$ cat config.mk
export PLATFORM = sky130hd
export DESIGN_NAME = lsu_byte_sequencer
export DESIGN_NICKNAME = d
export VERILOG_FILES = /design/src/rtl/lsu_byte_sequencer.sv
export SDC_FILE = /design/constraint.sdc
export NUM_CORES = 1
export LEC_CHECK = 0
export ABC_AREA = 1
export CORE_UTILIZATION = 55
export DETAILED_ROUTE_END_ITERATION = 8
export DONT_BUFFER_PORTS = 1
export GPL_TIMING_DRIVEN = 0
export PLACE_DENSITY = 0.7
export SLEW_MARGIN = 30
export SYNTH_ARGS = -nofsm -noshare
export SYNTH_HDL_FRONTEND = slang
export SYNTH_SLANG_ARGS = --single-unit
$ cat constraint.sdc
create_clock -name clk -period 8.2 [get_ports clk]
set_input_delay 1.64 -clock clk [delete_from_list [all_inputs] [get_ports clk]]
set_output_delay 1.64 -clock clk [all_outputs]
set_load 0.01 [all_outputs]
$ cat src/rtl/lsu_byte_sequencer.sv
// Load/store sequencer in front of the 8-bit dual-port data RAM.
// Splits byte/half/word accesses into two-byte beats on ports A/B.
module lsu_byte_sequencer #(
  parameter int ADDR_W = 10
) (
  input  logic              clk,
  input  logic              rst,
  input  logic              req_valid,
  output logic              req_ready,
  input  logic              req_we,
  input  logic [1:0]        req_size,
  input  logic              req_unsigned,
  input  logic [ADDR_W-1:0] req_addr,
  input  logic [31:0]       req_wdata,
  output logic              rsp_valid,
  output logic [31:0]       rsp_rdata,
  output logic [ADDR_W-1:0] ram_addr_a,
  output logic [7:0]        ram_din_a,
  output logic              ram_we_a,
  input  logic [7:0]        ram_dout_a,
  output logic [ADDR_W-1:0] ram_addr_b,
  output logic [7:0]        ram_din_b,
  output logic              ram_we_b,
  input  logic [7:0]        ram_dout_b
);

  typedef enum logic [1:0] {
    IDLE  = 2'd0,
    BEAT0 = 2'd1,
    BEAT1 = 2'd2,
    RESP  = 2'd3
  } state_t;

  state_t            state;
  state_t            state_nx;
  logic              we_q;
  logic [1:0]        size_q;
  logic              uns_q;
  logic [ADDR_W-1:0] addr_q;
  logic [31:0]       wdata_q;
  logic [31:0]       buf_q;

  logic is_byte;
  logic is_word;
  logic accept;

  assign is_byte = (size_q == 2'b00);
  assign is_word = size_q[1];
  assign accept  = req_valid & req_ready;

  // State register.
  always_ff @(posedge clk or posedge rst) begin
    if (rst) state <= IDLE;
    else     state <= state_nx;
  end

  // Request latch on accept; load bytes captured each beat.
  always_ff @(posedge clk or posedge rst) begin
    if (rst) begin
      we_q    <= 1'b0;
      size_q  <= 2'b00;
      uns_q   <= 1'b0;
      addr_q  <= '0;
      wdata_q <= '0;
      buf_q   <= '0;
    end else begin
      if (accept) begin
        we_q    <= req_we;
        size_q  <= req_size;
        uns_q   <= req_unsigned;
        addr_q  <= req_addr;
        wdata_q <= req_wdata;
      end
      if (state == BEAT0) begin
        buf_q[7:0]  <= ram_dout_a;
        buf_q[15:8] <= ram_dout_b;
      end
      if (state == BEAT1) begin
        buf_q[23:16] <= ram_dout_a;
        buf_q[31:24] <= ram_dout_b;
      end
    end
  end

  // Next state and RAM port drive; ports are quiet outside the beats.
  always_comb begin
    state_nx   = state;
    req_ready  = 1'b0;
    ram_addr_a = '0;
    ram_addr_b = '0;
    ram_din_a  = '0;
    ram_din_b  = '0;
    ram_we_a   = 1'b0;
    ram_we_b   = 1'b0;
    unique case (state)
      IDLE: begin
        req_ready = 1'b1;
        if (req_valid) state_nx = BEAT0;
      end
      BEAT0: begin
        ram_addr_a = addr_q;
        ram_addr_b = addr_q + ADDR_W'(1);
        ram_din_a  = wdata_q[7:0];
        ram_din_b  = wdata_q[15:8];
        ram_we_a   = we_q;
        ram_we_b   = we_q & ~is_byte;
        state_nx   = is_word ? BEAT1 : RESP;
      end
      BEAT1: begin
        ram_addr_a = addr_q + ADDR_W'(2);
        ram_addr_b = addr_q + ADDR_W'(3);
        ram_din_a  = wdata_q[23:16];
        ram_din_b  = wdata_q[31:24];
        ram_we_a   = we_q;
        ram_we_b   = we_q;
        state_nx   = RESP;
      end
      RESP: state_nx = IDLE;
      default: state_nx = IDLE;
    endcase
  end

  // Response: single-cycle pulse with extended load data.
  always_comb begin
    rsp_valid = (state == RESP);
    rsp_rdata = '0;
    if (rsp_valid && !we_q) begin
      unique case (1'b1)
        (size_q == 2'b00):
          rsp_rdata = {{24{~uns_q & buf_q[7]}}, buf_q[7:0]};
        (size_q == 2'b01):
          rsp_rdata = {{16{~uns_q & buf_q[15]}}, buf_q[15:0]};
        default:
          rsp_rdata = buf_q;
      endcase
    end
  end

endmodule

# ---- After elaboration in Yosys (flattened, before gate mapping)
# Index checks and enable logic that the tools add are counted.
dict set report word_totals {
  ram_bits 0
  latchBits 0
  romBits 0
  memories 0
  inputBits 65
  regBits 80
  out_inout_bits 72
}
dict set report classes {
  reduce_logical 5
  n_eq_ne 5
  multipliers 0
  order_cmp 0
  shifts 0
  add_sub_neg 3
  div_mod_pow 0
  n_bitwise 6
  mux 12
}
# cell count
set op_table {}
lappend op_table {{32-bit case mux with 2 select lines} 1}
lappend op_table {{10-bit case mux with 2 select lines} 2}
lappend op_table {{32-bit 2-to-1 mux} 1}
lappend op_table {{8-bit case mux with 2 select lines} 2}
lappend op_table {{10-bit by 2-bit adder with 10-bit output, second input constant} 2}
lappend op_table {{10-bit by 1-bit adder with 10-bit output, second input constant} 1}
lappend op_table {{2-bit case mux with 4 select lines} 1}
lappend op_table {{1-bit bitwise AND} 4}
lappend op_table {{2-bit by 1-bit == test with 1-bit output, second input constant} 2}
lappend op_table {{2-bit == test, second input constant} 2}
lappend op_table {{2-bit logical NOT} 2}
lappend op_table {{1-bit 2-to-1 mux} 3}
lappend op_table {{2-bit 2-to-1 mux} 1}
lappend op_table {{2-bit != test, second input constant} 1}
lappend op_table {{1-bit inverter} 2}
lappend op_table {{1-bit case mux with 2 select lines} 1}
lappend op_table {{2-bit OR reduction} 1}
lappend op_table {{1-bit logical AND} 1}
lappend op_table {{1-bit logical NOT} 1}

# ---- Longest topological paths before layout
dict set report logic_depth {
  word_depth 4
  ltp_mapped 13
}

# ---- Worst setup path after synthesis
# Ideal clock, no wire load.
dict set report synth_timing {
  path_kind {register to output}
  start {register state[0]}
  end {output ram_addr_b[6]}
  arrival_ns 1.812
  stages_incl_launch_ff 14
  required_time_ns 6.560
  path_slack_ns 4.748
  path_buffers 1
  path_cell_list {dfrtp_1 > inv_1 > ha_1 > buf_4 > inv_1 > nand2_1 > inv_1 > nor2_1 > ha_1 > a21oi_1 > nor2_1 > nand3_1 > nand2_1 > a21oi_1}
}
dict set report synth_via {
  elab_chain_cells 2
}
# item line
set synth_lines {}
lappend synth_lines {{start: declaration} 34} ;# state_t state;
lappend synth_lines {{start signal: assignment} 54} ;# else state <= state_nx;
lappend synth_lines {{2-bit == test / 2-bit by 1-bit == test with 1-bit output (equally long branches)} 95} ;# unique case (state)
lappend synth_lines {{10-bit case mux with 2 select lines *} 95}
lappend synth_lines {{end: declaration} 21} ;# output logic [ADDR_W-1:0] ram_addr_b,
# Every way passes the cells marked *; elsewhere a longest branch is shown, timed or not.

# ---- Worst setup path after layout
# Same ends and word-level chain as after synthesis.

==> impl_metrics.csv <==
group,metric,value,unit
power,vdd_drop_max,0.196,mV
critical_path,critPathMostFrequentCell,"inv_1",
min_path,hold_path_class,"flop to flop",
clock_tree,clock_sinks,80,
timing,slew_violations,0,
route,drcViolationCount,0,
place,dp.final_hpwl,7.42,mm
synth,synth_area,0.00416,mm^2
critical_path,max_stage_delay,0.40,ns
critical_path,end_kind,"output pin",
floorplan,die_h,88.9,um
place,io_buffers,0,
clock_tree,cts_tree,"done",
layout,drive_gt1_share,15.9,%
floorplan,design.core.area,0.00729,mm^2
global_route,first_global_vias,3045,
timing,fin_setup_tns,0,ns
route,vias,3332,
timing,clock_skew,0.00730,ns
clock_tree,root_buffer,"clkbuf_8",
critical_path,r2r_slack,6.40,ns
layout,diodes,0,
global_route,antenna_found_initial,0,
timing,rsz0062_at_grt,"no",
power,powerDensity,446,mW/mm^2
route,viasPerCell,5.46,
synth,yosysWarnings,0,
timing,finalCritPeriodShare,50.1,%
min_path,holdPathStages,2,
route,ant_nets,0,
floorplan,die_area,0.00791,mm^2
synth,synthDistinctLibCells,28,
route,first_pass_iters,4,
layout,finalNetCount,578,
timing,period_needed,4.11,ns
timing,max_freq,243,MHz
timing,setup_viol,0,
layout,fill_cells,690,
critical_path,crit_arrival,2.47,ns
timing,finalHoldViolCount,0,
power,leakage,0.00212,uW
clock_tree,insertion_delay,0.35,ns
synth,yosys_register_bits,80,
layout,seq_area,0.00200,mm^2
place,gp_congestion,0.881,
critical_path,critPathRequiredTime,6.56,ns
global_route,grt_max_degree,42,
critical_path,critPathKind,"flop to output pin",
clock_tree,path_clk_slew,0.09,ns
layout,synthToLayoutAreaGrowth,8.04,%
timing,worst_pin_slew,0.591,ns
layout,multiInputGateArea,0.00181,mm^2
clock_tree,cts_setup_buffers,0,
synth,netlist_instances,494,
synth,syn_nets,566,
job,cap_viol_max_count,0,
floorplan,start_util,57.0,%
global_route,grt_pass1_wl,15.2,mm
synth,avgSynthCellArea,8.41,um^2
floorplan,io_pins,137,
global_route,grtUsageTotal,25.9,%
critical_path,worstReg2RegEnd,"state[1]",
route,wl_per_cell,16.5,um
clock_tree,cts_resized,0,
clock_tree,clockBufferDepth,2,
critical_path,startpoint_type,"flop",
place,dpl_cell_area,0.00431,mm^2
floorplan,die_width,88.9,um
route,drt_first_iter_violations,111,
layout,final_area,0.00449,mm^2
critical_path,path_cells,"inv_1 -> ha_1 -> buf_4 -> inv_1 -> nand2_1 -> inv_1 -> nor2_1 -> ha_1 -> a21oi_1 -> nor2_1 -> nand3_1 -> nand2_1 -> a21oi_1",
synth,ys_seq_area_share,48.2,%
critical_path,r2r-start,"state[1]",
timing,slew_headroom,60.6,%
status,outcome,"completed",
floorplan,row_count,31,
min_path,hold_end,"buf_q[13]",
critical_path,cp_max_fo,9,
clock_tree,cts_hold_buf,0,
min_path,hp-start,"buf_q[13]",
clock_tree,cts_max_level,3,
critical_path,slowest_stage,"dfrtp_1",
critical_path,reg2reg_depth,6,
clock_tree,numCtsBuffers,9,
route,wl,10.0,mm
global_route,grt_overflow,0,
## Yosys cell counts (all sizes together)
cell / instances / share of area, %
o21ai: 35 / 4.2
o211ai: 1 / 0.18
a21oi: 72 / 9.6
nand2: 125 / 11
nor2: 35 / 3.3
a21boi: 1 / 0.18
clkbuf: 13 / 1.2
dfrtp: 80 / 48
nand4: 2 / 0.66
inv: 56 / 5.1
o22ai: 1 / 0.15
buf: 14 / 2.1
o31ai: 1 / 0.18
nor3: 4 / 0.48
ha: 7 / 2.1
nand3: 14 / 2.1
mux2: 33 / 8.9
## how the worst max path moves through the flow
| stage | start | to | slack, ns | cells past startpoint |
|---|---|---|---|---|
| 6_report | state[0] | ram_addr_b[6] | 4.09 | 13 |
| 5_1_grt | state[0] | ram_addr_b[6] | 3.86 | 13 |
| 4_1_cts | state[0] | ram_addr_b[6] | 4.08 | 12 |
| 3_5_place_dp | state[0] | ram_addr_b[6] | 4.47 | 12 |
| 3_3_place_gp | rst | addr_q[5] | 3.63 | 1 |
| 2_1_floorplan | rst | addr_q[0] | 4.51 | 1 |
## per-stage QoR
stage | setup WS (ns) | std cells | hold slack (ns) | total power, uW | util (%)
floorplan | 4.51 | 494 | 0.442 | 1480 | -
global placement | 3.63 | 593 | 0.456 | 1690 | 58.7
detailed placement | 4.47 | 594 | 0.459 | 1730 | 59.0
CTS | 4.08 | 610 | 0.480 | 2010 | 61.6
global route | 3.86 | 610 | 0.500 | 2180 | 61.6
finish | 4.09 | 610 | 0.475 | 2000 | 61.6
## state kept, by name, summed over array words and instances (netlist names)
register	flops
we_q	1
buf_q	32
wdata_q	32
addr_q	10
state	2
size_q	2
uns_q	1
## cells in the final DEF (no fill, tap or decap), types with 2 or more instances in the layout
| master | count |
|---|---|
| a21oi_1 | 62 |
| buf_4 | 2 |
| o21ai_0 | 35 |
| nand2_1 | 124 |
| inv_8 | 2 |
| nand3_1 | 12 |
| clkbuf_8 | 9 |
| inv_6 | 3 |
| mux2_2 | 33 |
| buf_2 | 9 |
| a21oi_2 | 10 |
| buf_6 | 2 |
| nor2_1 | 34 |
| clkbuf_1 | 13 |
| inv_1 | 53 |
| ha_1 | 7 |
| nor3_1 | 4 |
| dfrtp_1 | 80 |
## layout make-up
type / instances / share of cell area [%]
plain buffers: 27 / 3.01
clock buffers: 9 / 2.76
clock inverters: 7 / 1.37
inverters: 56 / 4.85
multi-input cells: 331 / 40.2
flip-flops and latches: 80 / 44.6
well taps: 99 / 2.76
repair buffers: 1 / 0.446
## cells by family after synthesis
kind of cell | share of synthesized area (%)
AOI/OAI and AO/OA | 14.5
and+or+nand+nor | 17.9
buffers and inverters | 8.37
muxes | 8.94
DFF | 48.2
adders and majority gates | 2.11
## metal layers
metal / GRT usage (%) / wire length, um / up-vias
met3: 9.33 / 795 / 9
met2: 41.8 / 4770 / 109
met5: 0 / 0 / -
li1: - / - / 1612
met1: 34.1 / 4390 / 1602
met4: 5.34 / 84 / 0
## worst max-delay path: cells and delay by family, from the launching register on
kind | cells | cell delay [ns]
fa+ha+maj | 2 | 0.37
flops | 1 | 0.40
simple gates | 5 | 0.36
compound gates | 2 | 0.56
buf+inv | 4 | 0.42
## where the power goes
group	switching (uW)	internal, uW	total, uW
sequential	107	592	699
clock	160	116	276
combinational	704	324	1030
total	971	1030	2000
Power figures use the tool's default switching activity.
